### src/rtl/mul_seq_shift_add.sv
// -----------------------------------------------------------------------------
// mul_seq_shift_add
//   Sequential shift-add multiplier, q = a * b. It processes one multiplier bit
//   per ctl_clk cycle and uses the same trigger/ready/done handshake as the
//   divider, so a single sequencer can drive both. Operands can be unsigned or
//   two's complement. The product can be read as Q-format fixed point: the
//   full product is shifted right by FIXED_POINT before q is taken.
//
//   Ports
//     ctl_clk     in   clock, rising edge
//     reset       in   asynchronous, active-low reset
//     a, b        in   multiplicand / multiplier, sampled with trigger
//     signed_cal  in   1 = two's-complement operands/result, sampled with trigger
//     trigger     in   start request, accepted only while ready=1
//     q           out  result, updated with done and held until the next done
//     ovf         out  result did not fit in C_WIDTH bits, qualified like q
//     ready       out  idle; a trigger in this cycle is accepted
//     done        out  one-cycle pulse; q/ovf are updated in the same cycle
//
//   Latency does not depend on the data. If trigger is accepted at edge N,
//   done is high for the cycle that follows edge N+C_WIDTH+1.
// -----------------------------------------------------------------------------
module mul_seq_shift_add #(
   parameter int C_WIDTH     = 32,
   parameter int FIXED_POINT = 0
) (
   input  logic               ctl_clk,
   input  logic               reset,
   input  logic [C_WIDTH-1:0] a,
   input  logic [C_WIDTH-1:0] b,
   input  logic               signed_cal,
   input  logic               trigger,
   output logic [C_WIDTH-1:0] q,
   output logic               ovf,
   output logic               ready,
   output logic               done
);

   localparam int PW = 2 * C_WIDTH;
   localparam int CW = (C_WIDTH > 1) ? $clog2(C_WIDTH) : 1;

   typedef enum logic [1:0] {
      S_IDLE   = 2'd0,
      S_CALC   = 2'd1,
      S_FINISH = 2'd2
   } state_t;

   state_t             state_q, state_d;
   logic [C_WIDTH-1:0] mcand_q, mcand_d;   // |a|
   logic [C_WIDTH-1:0] mplier_q, mplier_d; // |b|, shifted right once per iteration
   logic               neg_q, neg_d;       // result must be negated
   logic               sgn_q, sgn_d;       // operation is signed (selects the ovf rule)
   logic [PW-1:0]      acc_q, acc_d;
   logic [CW-1:0]      cnt_q, cnt_d;
   logic [C_WIDTH-1:0] res_q, res_d;
   logic               ovf_q, ovf_d;
   logic               ready_q, ready_d;
   logic               done_q, done_d;

   logic [C_WIDTH-1:0] abs_a, abs_b;
   logic [PW-1:0]      prod;
   logic signed [PW-1:0] hi_s;
   logic [PW-1:0]      hi_u;
   logic               ovf_s, ovf_u;

   always_comb begin
      abs_a = (signed_cal && a[C_WIDTH-1]) ? -a : a;
      abs_b = (signed_cal && b[C_WIDTH-1]) ? -b : b;

      // Full signed/unsigned product, taken from the magnitude accumulator.
      prod = neg_q ? -acc_q : acc_q;

      // Signed: the bits from q's MSB up to the top of the product must all
      // hold the same value. After an arithmetic shift that leaves all zeros
      // or all ones.
      hi_s  = $signed(prod) >>> (C_WIDTH - 1 + FIXED_POINT);
      ovf_s = !((hi_s == '0) || (hi_s == '1));
      // Unsigned: every bit above q's field must be zero.
      hi_u  = prod >> (C_WIDTH + FIXED_POINT);
      ovf_u = |hi_u;

      state_d  = state_q;
      mcand_d  = mcand_q;
      mplier_d = mplier_q;
      neg_d    = neg_q;
      sgn_d    = sgn_q;
      acc_d    = acc_q;
      cnt_d    = cnt_q;
      res_d    = res_q;
      ovf_d    = ovf_q;
      ready_d  = ready_q;
      done_d   = 1'b0;

      unique case (state_q)
         S_IDLE: begin
            if (trigger) begin
               mcand_d  = abs_a;
               mplier_d = abs_b;
               neg_d    = signed_cal & (a[C_WIDTH-1] ^ b[C_WIDTH-1]);
               sgn_d    = signed_cal;
               acc_d    = '0;
               cnt_d    = '0;
               ready_d  = 1'b0;
               state_d  = S_CALC;
            end
         end
         S_CALC: begin
            if (mplier_q[0])
               acc_d = acc_q + ({{C_WIDTH{1'b0}}, mcand_q} << cnt_q);
            mplier_d = mplier_q >> 1;
            cnt_d    = cnt_q + 1'b1;
            if (cnt_q == CW'(C_WIDTH - 1))
               state_d = S_FINISH;
         end
         S_FINISH: begin
            // Taking this bit slice truncates toward negative infinity, for
            // both signed and unsigned results.
            res_d   = prod[C_WIDTH-1+FIXED_POINT -: C_WIDTH];
            ovf_d   = sgn_q ? ovf_s : ovf_u;
            done_d  = 1'b1;
            ready_d = 1'b1;
            state_d = S_IDLE;
         end
         default: begin
            ready_d = 1'b1;
            state_d = S_IDLE;
         end
      endcase
   end

   always_ff @(posedge ctl_clk or negedge reset) begin
      if (!reset) begin
         state_q  <= S_IDLE;
         mcand_q  <= '0;
         mplier_q <= '0;
         neg_q    <= 1'b0;
         sgn_q    <= 1'b0;
         acc_q    <= '0;
         cnt_q    <= '0;
         res_q    <= '0;
         ovf_q    <= 1'b0;
         ready_q  <= 1'b1;
         done_q   <= 1'b0;
      end else begin
         state_q  <= state_d;
         mcand_q  <= mcand_d;
         mplier_q <= mplier_d;
         neg_q    <= neg_d;
         sgn_q    <= sgn_d;
         acc_q    <= acc_d;
         cnt_q    <= cnt_d;
         res_q    <= res_d;
         ovf_q    <= ovf_d;
         ready_q  <= ready_d;
         done_q   <= done_d;
      end
   end

   assign q     = res_q;
   assign ovf   = ovf_q;
   assign ready = ready_q;
   assign done  = done_q;

endmodule

### config.mk
export PLATFORM = sky130hd
export DESIGN_NAME = mul_seq_shift_add
export DESIGN_NICKNAME = d
export VERILOG_FILES = /design/src/rtl/mul_seq_shift_add.sv
export SDC_FILE = /design/constraint.sdc
export NUM_CORES = 1
export LEC_CHECK = 0
export CELL_PAD_IN_SITES_DETAIL_PLACEMENT = 1
export CELL_PAD_IN_SITES_GLOBAL_PLACEMENT = 1
export CORE_MARGIN = 2
export CORE_UTILIZATION = 40
export DETAILED_ROUTE_END_ITERATION = 10
export HOLD_SLACK_MARGIN = 0.03
export PLACE_DENSITY = 0.76
export REMOVE_ABC_BUFFERS = 1
export SETUP_SLACK_MARGIN = 0.5
export SLEW_MARGIN = 25
export SYNTH_ARGS = -nofsm -noshare
export SYNTH_HDL_FRONTEND = slang
export SYNTH_SLANG_ARGS = --single-unit
### constraint.sdc
create_clock -name ctl_clk -period 6.14 [get_ports ctl_clk]
set_input_delay 0.614 -clock ctl_clk [delete_from_list [all_inputs] [get_ports ctl_clk]]
set_output_delay 0.614 -clock ctl_clk [all_outputs]
set_load 0.02 [all_outputs]
## Word level (Yosys, flattened, before mapping)

Index checks and enable logic that the tools add are counted.

- Register bits after elaboration: 172

- Add/subtract/negate cells: 5
- Bitwise operators: 3
- Mux-type cells: 17
- Reduce and logical (&&, ||, !) cells: 13
- Equality and inequality tests: 7
- Shift operators: 1

Operator list:

| kind | count |
|---|---|
| $mux W64 | 3 |
| $pmux W64 S2 | 1 |
| $mux W32 | 3 |
| $add A64 B64 Y64 | 1 |
| $eq A64 B64 Y1 const B | 1 |
| $logic_not A64 Y1 | 1 |
| $neg A32 Y32 | 2 |
| $neg A64 Y64 | 1 |
| $pmux W32 S2 | 1 |
| $shl A32 B5 Y64 | 1 |
| $reduce_or A32 Y1 | 1 |
| $pmux W5 S2 | 1 |
| $reduce_and A2 Y1 | 4 |
| $ne A2 B2 Y1 const B | 3 |
| $add A5 B1 Y5 const B | 1 |
| $eq A5 B5 Y1 const B | 1 |
| $mux W5 | 1 |
| $mux W2 | 2 |
| $pmux W2 S2 | 1 |
| $mux W1 | 3 |
| $reduce_and A3 Y1 | 1 |
| $eq A2 B1 Y1 const B | 1 |
| $eq A2 B2 Y1 const B | 1 |
| $logic_and A1 B1 Y1 | 2 |
| 8 further kinds | 8 |

## Logic depth before layout (Yosys ltp)

Gate-level depths: netlist of the first run.

- Word-level depth: 6
- Gate-level depth with buffers: 23
- Mapped depth without buffers: 20

## Worst setup path before layout of the first run

OpenSTA, ideal clock, no wires.

- Path kind: register to register
- Start point: register cnt_q[0]
- End point: register acc_q[60]
- Buffers on the path: 4
- Slack: 1,295 ps
- Clock period less this slack: 4,845 ps
- Arrival time: 4,721 ps
- Stages on the path, launching flop included: 21
- Setup time: 124 ps
- Cells stage by stage: dfrtp_1 -> clkbuf_1 -> buf_1 -> clkbuf_1 -> mux2i_1 -> a21oi_1 -> a21oi_1 -> mux2_2 -> mux2i_1 -> ha_1 -> clkbuf_1 -> nand3_1 -> nor3_1 -> and2_1 -> nand4_1 -> o211ai_1 -> o21ai_1 -> o31ai_1 -> a31oi_1 -> o2111a_1 -> a211o_1

- Cells in the longest elaborated chain, start to end: 4

Ends and longest elaborated chain:

| what | line | text |
|---|---|---|
| start, declared | 54 | `logic [CW-1:0] cnt_q, cnt_d;` |
| start signal, assigned | 151 | `cnt_q <= cnt_d;` |
| $shl A32 B5 Y64 | 109 | `acc_d = acc_q + ({{C_WIDTH{1'b0}}, mcand_q} << cnt_q);` |
| $add A64 B64 Y64 | 109 |  |
| $mux W64 | 108 | `if (mplier_q[0])` |
| $pmux W64 S2 | 94 | `unique case (state_q)` |
| end signal, assigned | 138 | `acc_q <= '0;` |
| end signal, assigned | 150 | `acc_q <= acc_d;` |
| end, declared | 53 | `logic [PW-1:0] acc_q, acc_d;` |

Every way passes these cells. The select of a mux whose other input is x is not followed.
A chain may end at the register's enable or synchronous reset.

## Worst setup path in the final report of the first run

- Start point: register cnt_q[0]
- End point: register acc_q[62]

The elaborated chain is that of the path after synthesis.

==> impl_results.rst, run 1 <==
.. list-table::
   :header-rows: 1

   * - Metric
     - Value
   * - Number of flip-flops and latches in the synthesized netlist
     - about 170
   * - Worst-path cell chain
     - mux2_2, o21ai_0, buf_4, nor2_1, a21oi_1, mux2_2, mux2i_1, ha_1, a21o_1, o21ba_2, o211ai_1, a221oi_1, o211ai_1, o21ai_1, o31ai_2, a21o_1, a211o_1, a221o_1
   * - Final number of hold-violating endpoints
     - 0
   * - Total I/O pin count
     - between 100 and 150
   * - Worst-case setup margin in the final layout
     - 0.830 ns
   * - Pwr per Cell Area
     - around 640 nW/um2
   * - CTS clk-pin slew, worst paths
     - about 0.070 ns
   * - Core Footprint
     - between 30000 and 40000 um2
   * - Share of the yosys chip area belonging to registers
     - 0.290
   * - Minimum hold slack
     - about 0.063 ns
   * - Mapped Cells
     - 1833
   * - Data required time at the worst endpoint
     - 6.48 ns
   * - Share of the clock period used by the worst path
     - 0.865
   * - Dominant cells by area after synthesis
     - dfrtp_1 29%, o21ai_0 7.4%, nand2_1 6.3%
   * - Die area
     - roughly 39000 um2
   * - TritonCTS sink count
     - approximately 170
   * - Launching point of the worst reg2reg path
     - cnt_q[0]
   * - Post-synth EDFFs
     - 0
   * - Maximum number of pins on one net before global-route repair
     - just over 80
   * - Path depth of the worst reg2reg path
     - 18
   * - Peak supply drop
     - 0.258 mV
   * - Die X-Extent
     - between 150 and 200 um
   * - Mean number of vias per cell
     - just under 6
   * - Nets@finish
     - 2000
   * - Async set or reset register ratio after synthesis
     - 1.00
   * - First-pass iteration count of the detailed router
     - 6
   * - Global-route usage over all layers
     - 0.258
   * - Total Neg Setup Slack
     - 0 ns
   * - Cell type contributing the most total cell area after synthesis
     - dfrtp_1
   * - Final routed wirelength across all metal layers
     - 48.8 mm
   * - Count of standard-cell rows
     - 70
   * - Wire length of the first global-routing pass
     - about 80 mm
   * - Placed Cells
     - roughly 2300
   * - Sequential standard cell area
     - around 4300 um2
   * - Max clock buf depth
     - 2
   * - Detailed router's first-iteration violation count
     - around 760
   * - Top cells by count, synth
     - 248 x nand2_1, 219 x o21ai_0, 171 x dfrtp_1, 119 x nor2_1, 116 x a21oi_1
   * - Maxcap violations
     - 0
   * - Final clock skew
     - ~0.015 ns
   * - Final setup vio count
     - 0
   * - CTS tree
     - yes
   * - Most repeated cell in the gate-level netlist after synthesis
     - nand2_1
   * - Number of distinct standard cells referenced by the synthesized netlist
     - 85
   * - Final estimated routing congestion in global placement
     - 0.909
   * - Share of cells above drive strength 1
     - 0.0757
   * - Skew-Pair Late Insertion Delay
     - between 0.4 and 0.5 ns
   * - Maximum cell stage delay along the critical path
     - 0.61 ns
   * - Total number of yosys warnings
     - 0
   * - Number of global-route vias before repair
     - ~14000
   * - Transition time at the pin with the least slew margin
     - around 1 ns
   * - Hold-fix buffer count after cts
     - 0
   * - Slew headroom
     - 0.341
   * - Fraction of synthesized cell area taken by the top area cell type
     - 0.288
   * - Placed wire-length estimate after detailed placement
     - ~38 mm
   * - N_diodes
     - 0
   * - Number of inserted filler cells in the final layout
     - 4452
   * - Final min period
     - 5.31 ns
   * - H-Tree Level Count
     - 4
   * - Leftover overflow at the end of global routing
     - 0
   * - Post-route core utilization
     - 0.459
   * - Effective utilization at floorplan
     - 0.406
   * - Pins Over Slew Limit
     - 0
   * - Average detailed-routed wire length per instance
     - ~21 um
   * - Area added between synthesis and finish
     - 13.0%
   * - Height of the die
     - 197 um
   * - Cts bufs inserted
     - 17
   * - Post-route non-filler standard cell count
     - between 2000 and 2500
   * - Remaining DRCs
     - 0
   * - Critical R2R Capture
     - acc_q[62]
   * - Root Buffer Master
     - clkbuf_16
   * - Startpoint type of the worst setup path
     - register
   * - Maximum fanout along the worst path
     - 18
   * - Area of the mapped netlist
     - between 10000 and 15000 um2
   * - Run status
     - finished clean
   * - Hold WC Path Type
     - in -> async
   * - Cell with the largest stage delay on the worst path
     - dfrtp_4
   * - Top_reg_cell synth
     - dfrtp_1
   * - Number of nets with antenna violations after detailed routing
     - 0
   * - Crit Path Class
     - reg -> reg
   * - Arrival @ worst endpoint
     - between 5 and 6 ns
   * - Worst Setup End Kind
     - register
   * - Leakage power of the design
     - between 7 and 8 nW
   * - Max Freq
     - 188 MHz
   * - RSZ-0062 raised after global routing
     - no
   * - Setup slack, reg-to-reg
     - just over 0.8 ns
   * - Average footprint of a synthesized cell
     - 8.11 um2
   * - Vias
     - ~14000
   * - Initial antenna violation count
     - 0
   * - Area used by multi-input combinational logic
     - between 10000 and 15000 um2
   * - Buffers on Ports
     - 102
   * - Placement-stage worst setup slack
     - approximately 0.47 ns
==> cell usage in the layout, fill, tap and decap left out, drive strengths merged, types with 31 or more instances in the layout <==
cell type	instances
clkdlybuf4s50	101
inv	40
mux2i	44
a21o	49
nand3	36
xnor2	81
ha	68
xor2	90
a22oi	31
nand2	248
nor2	121
a21oi	116
dfrtp	171
o21ai	222
==> what timing repair did <==
item	in CTS	in global routing
setup buffers	0	1
gates resized for setup	1	1
setup endpoints to repair	1	6
==> state kept, by name (all words and copies together), names as in the netlist <==
name / cells
done: 1
state_q: 2
ovf: 1
neg_q: 1
ready: 1
mplier_q: 32
acc_q: 64
mcand_q: 32
q: 32
sgn_q: 1
cnt_q: 5
==> through the flow <==
step                power, mW  cell area, um2
floorplan                7.23           14400
global placement         9.37           16200
detailed placement       9.53           16200
CTS                      10.7           16800
global route             11.7           16800
finish                   10.8           16800
==> cells by family after synthesis <==
group | share of synthesized area
AO/OA/AOI/OAI | 0.237
buffers and inverters | 0.0392
adder cells (fa/ha/maj) | 0.0586
flip-flops | 0.290
XOR/XNOR | 0.101
AND/OR/NAND/NOR | 0.200
multiplexers | 0.0758
==> where the power goes <==
| group | leakage (nW) | switching, mW | internal [mW] |
|---|---|---|---|
| clock | 0.286 | 0.535 | 0.586 |
| combinational | 4.75 | 4.48 | 2.87 |
| sequential | 2.07 | 0.722 | 1.58 |
| total | 7.11 | 5.74 | 5.03 |
==> layout make-up <==
type | instances | share of cell area
Clock inverter | 14 | 0.00908
Tap cell | 468 | 0.0348
Sequential cell | 172 | 0.256
Multi-Input combinational cell | 1514 | 0.595
Clock buffer | 18 | 0.0261
Timing Repair Buffer | 123 | 0.0706
Inverter | 35 | 0.00781
==> worst max path at each step <==
stage                     cells past startpoint   endpoint     start  slack [ns]
final                                        18  acc_q[62]  cnt_q[0]        0.83
after global routing                         18  acc_q[60]  cnt_q[0]        0.51
after CTS                                    18  acc_q[60]  cnt_q[0]        0.61
after detailed placement                     17  acc_q[60]  cnt_q[0]        0.47
after global placement                       18  acc_q[60]  cnt_q[0]        0.59
after floorplan                              17  acc_q[62]  cnt_q[0]        0.86
==> critical path, delay by kind of cell, from the launching register on <==
family / cells / cell delay [ns]
and+or+nand+nor: 1 / 0.04
AOI/OAI and AO/OA: 12 / 3.21
buffers and inverters: 1 / 0.17
adders and majority gates: 1 / 0.40
DFF: 1 / 0.61
muxes: 3 / 0.74
==> per-layer routing <==
layer | track usage | wire length (um) | part of all wire
met1 | 0.352 | 23200 | 0.48
met2 | 0.437 | 23000 | 0.47
met3 | 0.0260 | 1510 | 0.031
met4 | 0.0721 | 971 | 0.020
met5 | 0 | 0 | 0
Power figures use the tool's default switching activity.
==> inputs of run 2 (changes only) <==
- CORE_UTILIZATION: 40 -> 46
- PLACE_DENSITY: 0.76 -> 0.85
==> impl_results.rst, run 2 (synthesis results as in run 1) <==
.. list-table::
   :header-rows: 1

   * - Metric
     - Value
   * - Die X-Extent
     - between 150 and 200 um
   * - Maxcap violations
     - 0
   * - Launching point of the worst reg2reg path
     - cnt_q[0]
   * - Hold WC Path Type
     - in -> async
   * - Sequential standard cell area
     - 4310 um2
   * - Height of the die
     - about 180 um
   * - H-Tree Level Count
     - 4
   * - Buffers on Ports
     - 102
   * - Detailed router's first-iteration violation count
     - between 900 and 1000
   * - Number of global-route vias before repair
     - 14700
   * - CTS clk-pin slew, worst paths
     - roughly 0.080 ns
   * - Mean number of vias per cell
     - 6.26
   * - Wire length of the first global-routing pass
     - between 70 and 80 mm
   * - Initial antenna violation count
     - 1
   * - Peak supply drop
     - approximately 0.30 mV
   * - Final estimated routing congestion in global placement
     - 0.908
   * - Post-route core utilization
     - 0.528
   * - Data required time at the worst endpoint
     - approximately 6.5 ns
   * - Startpoint type of the worst setup path
     - register
   * - Reg power frac
     - 0.211
   * - Die area
     - approximately 34000 um2
   * - Total Neg Setup Slack
     - 0 ns
   * - Core Footprint
     - 31700 um2
   * - Total I/O pin count
     - approximately 100
   * - Arrival @ worst endpoint
     - around 5.6 ns
   * - Largest register FFs
     - between 60 and 70
   * - Final number of hold-violating endpoints
     - 0
   * - Leftover overflow at the end of global routing
     - 0
   * - Pwr per Cell Area
     - ~650 nW/um2
   * - Slew headroom
     - 0.334
   * - Effective utilization at floorplan
     - 0.469
   * - RSZ-0062 raised after global routing
     - no
   * - Count of standard-cell rows
     - 65
   * - Remaining DRCs
     - 0
   * - Maximum number of pins on one net before global-route repair
     - 98
   * - Crit Path Class
     - reg -> reg
   * - Critical R2R Capture
     - acc_q[62]
   * - Clock network fraction of design power
     - 0.103
   * - Final clock skew
     - ~0.015 ns
   * - Max Freq
     - 189 MHz
   * - P_int
     - approximately 5 mW
   * - Leakage power of the design
     - between 7 and 8 nW
   * - Root Buffer Master
     - clkbuf_16
   * - Average detailed-routed wire length per instance
     - around 21 um
   * - Share of cells above drive strength 1
     - 0.0777
   * - Most flop-heavy register
     - acc_q
   * - Commonest cells after routing, fill and taps aside
     - 247 x nand2_1, 219 x o21ai_0, 168 x dfrtp_1, 117 x nor2_1, 116 x a21oi_1
   * - Vias
     - about 14000
   * - Setup slack, reg-to-reg
     - about 0.84 ns
   * - Overall power after layout
     - approximately 11 mW
   * - Placed wire-length estimate after detailed placement
     - ~37 mm
   * - Final setup vio count
     - 0
   * - Path depth of the worst reg2reg path
     - 18
   * - Final routed wirelength across all metal layers
     - 48.9 mm
   * - Transition time at the pin with the least slew margin
     - 0.998 ns
   * - Combinational cell fraction of total power
     - 0.686
   * - Max clock buf depth
     - 2
   * - Most common library cell in the layout ignoring fill and taps
     - nand2_1
   * - Number of inserted filler cells in the final layout
     - ~3800
   * - Net switching power
     - 5.79 mW
   * - Fraction of power spent switching nets
     - 0.536
   * - N_diodes
     - 0
   * - Worst Setup End Kind
     - register
   * - Skew-Pair Late Insertion Delay
     - 0.45 ns
   * - Pins Over Slew Limit
     - 0
   * - Number of nets with antenna violations after detailed routing
     - 0
   * - TritonCTS sink count
     - between 150 and 200
   * - Nets@finish
     - between 2000 and 2500
   * - First-pass iteration count of the detailed router
     - 5
   * - Area added between synthesis and finish
     - 12.6%
   * - Minimum hold slack
     - about 0.090 ns
   * - Area used by multi-input combinational logic
     - 10000 um2
   * - Maximum fanout along the worst path
     - 27
   * - Share of the clock period used by the worst path
     - 0.864
   * - CTS tree
     - yes
   * - Final min period
     - 5.30 ns
   * - Global-route usage over all layers
     - 0.294
   * - Run status
     - finished clean
   * - Cts bufs inserted
     - 17
-- run 2: cell types whose count changed in the layout (fill, tap and decap cells not counted), sizes merged --
cell,before,now
clkinv,6,8
inv,40,39
bufinv,1,0
buf,22,25
-- run 2: power groups by stage --
stage	clock [mW]	sequential (mW)	combinational [mW]
after floorplan	0	2.17	5.07
after CTS	1.13	2.25	7.34
after global routing	1.17	2.33	8.12
after detailed placement	0	2.26	7.25
final	1.11	2.28	7.41
after global placement	0	2.21	7.09
-- run 2: through the flow --
stage               instances  instance area [um2]  worst slack [ns]
global placement         2249                16100             0.805
finish                   2281                16700             0.837
floorplan                1721                14400             0.856
CTS                      2281                16700             0.619
global route             2281                16700             0.574
detailed placement       2249                16100             0.740
-- run 2: area by class of cell --
type | count | share of cell area
Inverter | 35 | 0.00785
Multi-Input combinational cell | 1514 | 0.597
Clock buffer | 18 | 0.0262
Timing Repair Buffer | 126 | 0.0718
Clock inverter | 14 | 0.00912
Tap cell | 402 | 0.0300
Sequential cell | 172 | 0.257
-- run 2: critical path, cell delays in order, from the launching register on --
cell and delay (ns):
dfrtp_4 0.67, buf_4 0.24, mux4_2 0.55, nand2_1 0.09, nand2_1 0.08, o21ai_0 0.45
mux2i_1 0.24, ha_1 0.42, nand2_1 0.16, nor3_1 0.08, and2_1 0.18, a221oi_1 0.30
o211ai_1 0.25, o21ai_1 0.32, o31ai_2 0.14, buf_4 0.17, a21o_1 0.21, a211o_1 0.28
a221o_1 0.35
-- run 2: timing repair --
item	4_1_cts	5_1_grt
buffers inserted	0	0
gates resized for setup	0	3
hold buffers	0	0
endpoints found under the setup margin	0	6
-- run 2: worst max-delay path by stage --
stage,endpoint,cells after the start,from,slack (ns)
after floorplan,acc_q[62],17,cnt_q[0],0.86
after global placement,acc_q[60],16,cnt_q[0],0.80
after detailed placement,acc_q[60],18,cnt_q[1],0.74
after CTS,acc_q[60],18,cnt_q[1],0.62
after global routing,acc_q[53],16,cnt_q[0],0.57
final,acc_q[62],18,cnt_q[0],0.84
-- run 2: metal layers --
layer	track usage	up-vias	wire [um]
li1	-	6719	-
met1	0.395	7085	22300
met2	0.493	399	23300
met3	0.0305	78	2040
met4	0.0998	0	1310
met5	0	-	0
==> inputs of run 3 (changes only) <==
- CORE_MARGIN: 2 -> default
- SLEW_MARGIN: 25 -> 5
==> impl_results.rst, run 3 (synthesis results as in run 1) <==
.. list-table::
   :header-rows: 1

   * - Metric
     - Value
   * - Post-route standard cell area excluding fillers
     - roughly 17000 um2
   * - Skew-Pair Late Insertion Delay
     - 0.46 ns
   * - Commonest cells after routing, fill and taps aside
     - 247 x nand2_1, 219 x o21ai_0, 169 x dfrtp_1, 117 x nor2_1, 115 x a21oi_1
   * - Most common library cell in the layout ignoring fill and taps
     - nand2_1
   * - Die area
     - ~33000 um2
   * - Final number of hold-violating endpoints
     - 0
   * - Worst-case setup margin in the final layout
     - about 0.8 ns
   * - Crit Path Class
     - reg -> reg
   * - Most flop-heavy register
     - acc_q
   * - Clock network fraction of design power
     - 0.101
   * - Wire length of the first global-routing pass
     - 79.1 mm
   * - Placed Cells
     - around 2200
   * - Vias
     - roughly 14000
   * - Met3 track demand over resource in global routing
     - 0.0379
   * - Run status
     - finished clean
   * - Data required time at the worst endpoint
     - 6.47 ns
   * - Core Footprint
     - about 32000 um2
   * - Share of the clock period used by the worst path
     - 0.866
   * - Root Buffer Master
     - clkbuf_16
   * - Peak supply drop
     - 0.297 mV
   * - Hold WC Path Type
     - in -> async
   * - Detailed router's first-iteration violation count
     - 906
   * - Count of standard-cell rows
     - 65
   * - Mean number of vias per cell
     - 6.21
   * - P_int
     - 4.98 mW
   * - Number of global-route vias before repair
     - 14600
   * - Largest register FFs
     - 64
   * - Final clock skew
     - around 0.017 ns
   * - Minimum hold slack
     - approximately 0.26 ns
   * - Met1 usage
     - 0.400
   * - Initial antenna violation count
     - 0
   * - TritonCTS sink count
     - between 150 and 200
   * - Final min period
     - ~5.3 ns
   * - Effective utilization at floorplan
     - 0.469
   * - Placement Cell Area
     - 16100 um2
   * - Cell with the largest stage delay on the worst path
     - dfrtp_4
   * - Leftover overflow at the end of global routing
     - 0
   * - Pwr per Cell Area
     - between 600 and 700 nW/um2
   * - H-Tree Level Count
     - 4
   * - Share of cells above drive strength 1
     - 0.0757
   * - Startpoint type of the worst setup path
     - register
   * - Cts bufs inserted
     - 17
   * - Met2 Use GR
     - 0.511
   * - Launching point of the worst reg2reg path
     - cnt_q[0]
   * - Maxcap violations
     - 0
   * - First-pass iteration count of the detailed router
     - 5
   * - Post-route core utilization
     - 0.527
   * - RSZ-0062 raised after global routing
     - no
   * - Maximum cell stage delay along the critical path
     - between 0.5 and 0.6 ns
   * - Placement-stage worst setup slack
     - slightly below 0.8 ns
   * - Critical R2R Capture
     - acc_q[62]
   * - Total I/O pin count
     - slightly above 100
   * - Area added between synthesis and finish
     - 12.4%
   * - Max clock buf depth
     - 2
   * - Nets@finish
     - 1999
   * - CTS tree
     - yes
   * - Net switching power
     - about 5.8 mW
   * - Final estimated routing congestion in global placement
     - between 0.9 and 1
   * - Arrival @ worst endpoint
     - between 5 and 6 ns
   * - Final routed wirelength across all metal layers
     - slightly below 50 mm
   * - Total Neg Setup Slack
     - 0 ns
   * - Die X-Extent
     - roughly 180 um
   * - Buffers on Ports
     - ~100
   * - Worst Setup End Kind
     - register
   * - N_diodes
     - 0
   * - Pins Over Slew Limit
     - 0
   * - Overall power after layout
     - ~11 mW
   * - Placed wire-length estimate after detailed placement
     - between 30 and 40 mm
   * - Maximum fanout along the worst path
     - 15
   * - Path depth of the worst reg2reg path
     - 20
   * - Hold-fix buffer count after cts
     - 0
   * - Transition time at the pin with the least slew margin
     - about 1.1 ns
   * - Max Freq
     - about 190 MHz
   * - Slew headroom
     - 0.252
   * - Number of nets with antenna violations after detailed routing
     - 0
   * - Final setup vio count
     - 0
   * - Maximum number of pins on one net before global-route repair
     - roughly 100
   * - CTS clk-pin slew, worst paths
     - 0.08 ns
   * - Fraction of power spent switching nets
     - 0.538
   * - Global-route usage over all layers
     - 0.302
   * - Leakage power of the design
     - between 7 and 8 nW
   * - Worst-path cell chain
     - buf_4, mux2i_1, nand2_1, o21ai_0, nor2_1, a21oi_1, mux2_2, mux2i_1, ha_1, a21o_1, o21ba_2, o211ai_1, a221oi_1, o211ai_1, o21ai_1, o31ai_1, buf_4, a21o_1, a211o_1, a221o_1
   * - Height of the die
     - approximately 180 um
   * - Reg power frac
     - 0.213
   * - Combinational cell fraction of total power
     - 0.686
   * - Setup slack, reg-to-reg
     - 0.82 ns
   * - Post-route non-filler standard cell count
     - ~2300
   * - Average detailed-routed wire length per instance
     - 21.3 um
   * - Global route hottest layer
     - met2
   * - Remaining DRCs
     - 0
-- run 3: cell count changes in the layout (fill, tap and decap cells not counted), moves of 2 or more --
| cell | change |
|---|---|
| buf_4 | -6 |
| inv_6 | +4 |
| clkinv_4 | -3 |
| buf_6 | +2 |
| clkinvlp_4 | +2 |
| inv_8 | -2 |
-- run 3: timing repair --
item / 4_1_cts / 5_1_grt
setup buffers: 0 / 1
endpoints found under the setup margin: 0 / 5
gates resized for setup: 0 / 4
-- run 3: layer usage --
| metal | wire, um | part of all wire |
|---|---|---|
| met4 | 1070 | 0.022 |
| met2 | 23300 | 0.48 |
| met1 | 22300 | 0.46 |
| met3 | 1950 | 0.040 |
| met5 | 0 | 0 |
-- run 3: worst max-delay path, delay by kind of cell, from the launching register on --
| family | cells | cell delay, ns |
|---|---|---|
| AOI/OAI and AO/OA | 12 | 2.96 |
| muxes | 3 | 0.66 |
| buffers and inverters | 2 | 0.39 |
| and+or+nand+nor | 2 | 0.20 |
| DFF | 1 | 0.58 |
| adders and majority gates | 1 | 0.40 |
-- run 3: power groups by stage --
stage	registers (mW)	clock network, mW	logic [mW]
after global routing	2.37	1.15	8.07
after detailed placement	2.31	0	7.20
after CTS	2.29	1.10	7.29
final	2.30	1.09	7.40
after floorplan	2.17	0	5.07
after global placement	2.27	0	7.01
-- run 3: area by class of cell --
| class | instances | area (um2) |
|---|---|---|
| clock buffer | 17 | 425 |
| clock inverter | 15 | 151 |
| fill | 3826 | 15000 |
| inverter | 35 | 135 |
| multi-input combinational | 1514 | 10000 |
| sequential | 172 | 4310 |
| tap | 402 | 503 |
| timing repair buffer | 122 | 1180 |
-- run 3: worst max path at each step --
stage / slack, ns / startpoint / to / cells after the start
final: 0.82 / cnt_q[0] / acc_q[62] / 20
after detailed placement: 0.78 / cnt_q[0] / acc_q[60] / 18
after global routing: 0.59 / cnt_q[0] / acc_q[60] / 17
after floorplan: 0.86 / cnt_q[0] / acc_q[62] / 17
after global placement: 0.86 / cnt_q[0] / acc_q[60] / 17
after CTS: 0.62 / cnt_q[0] / acc_q[62] / 20
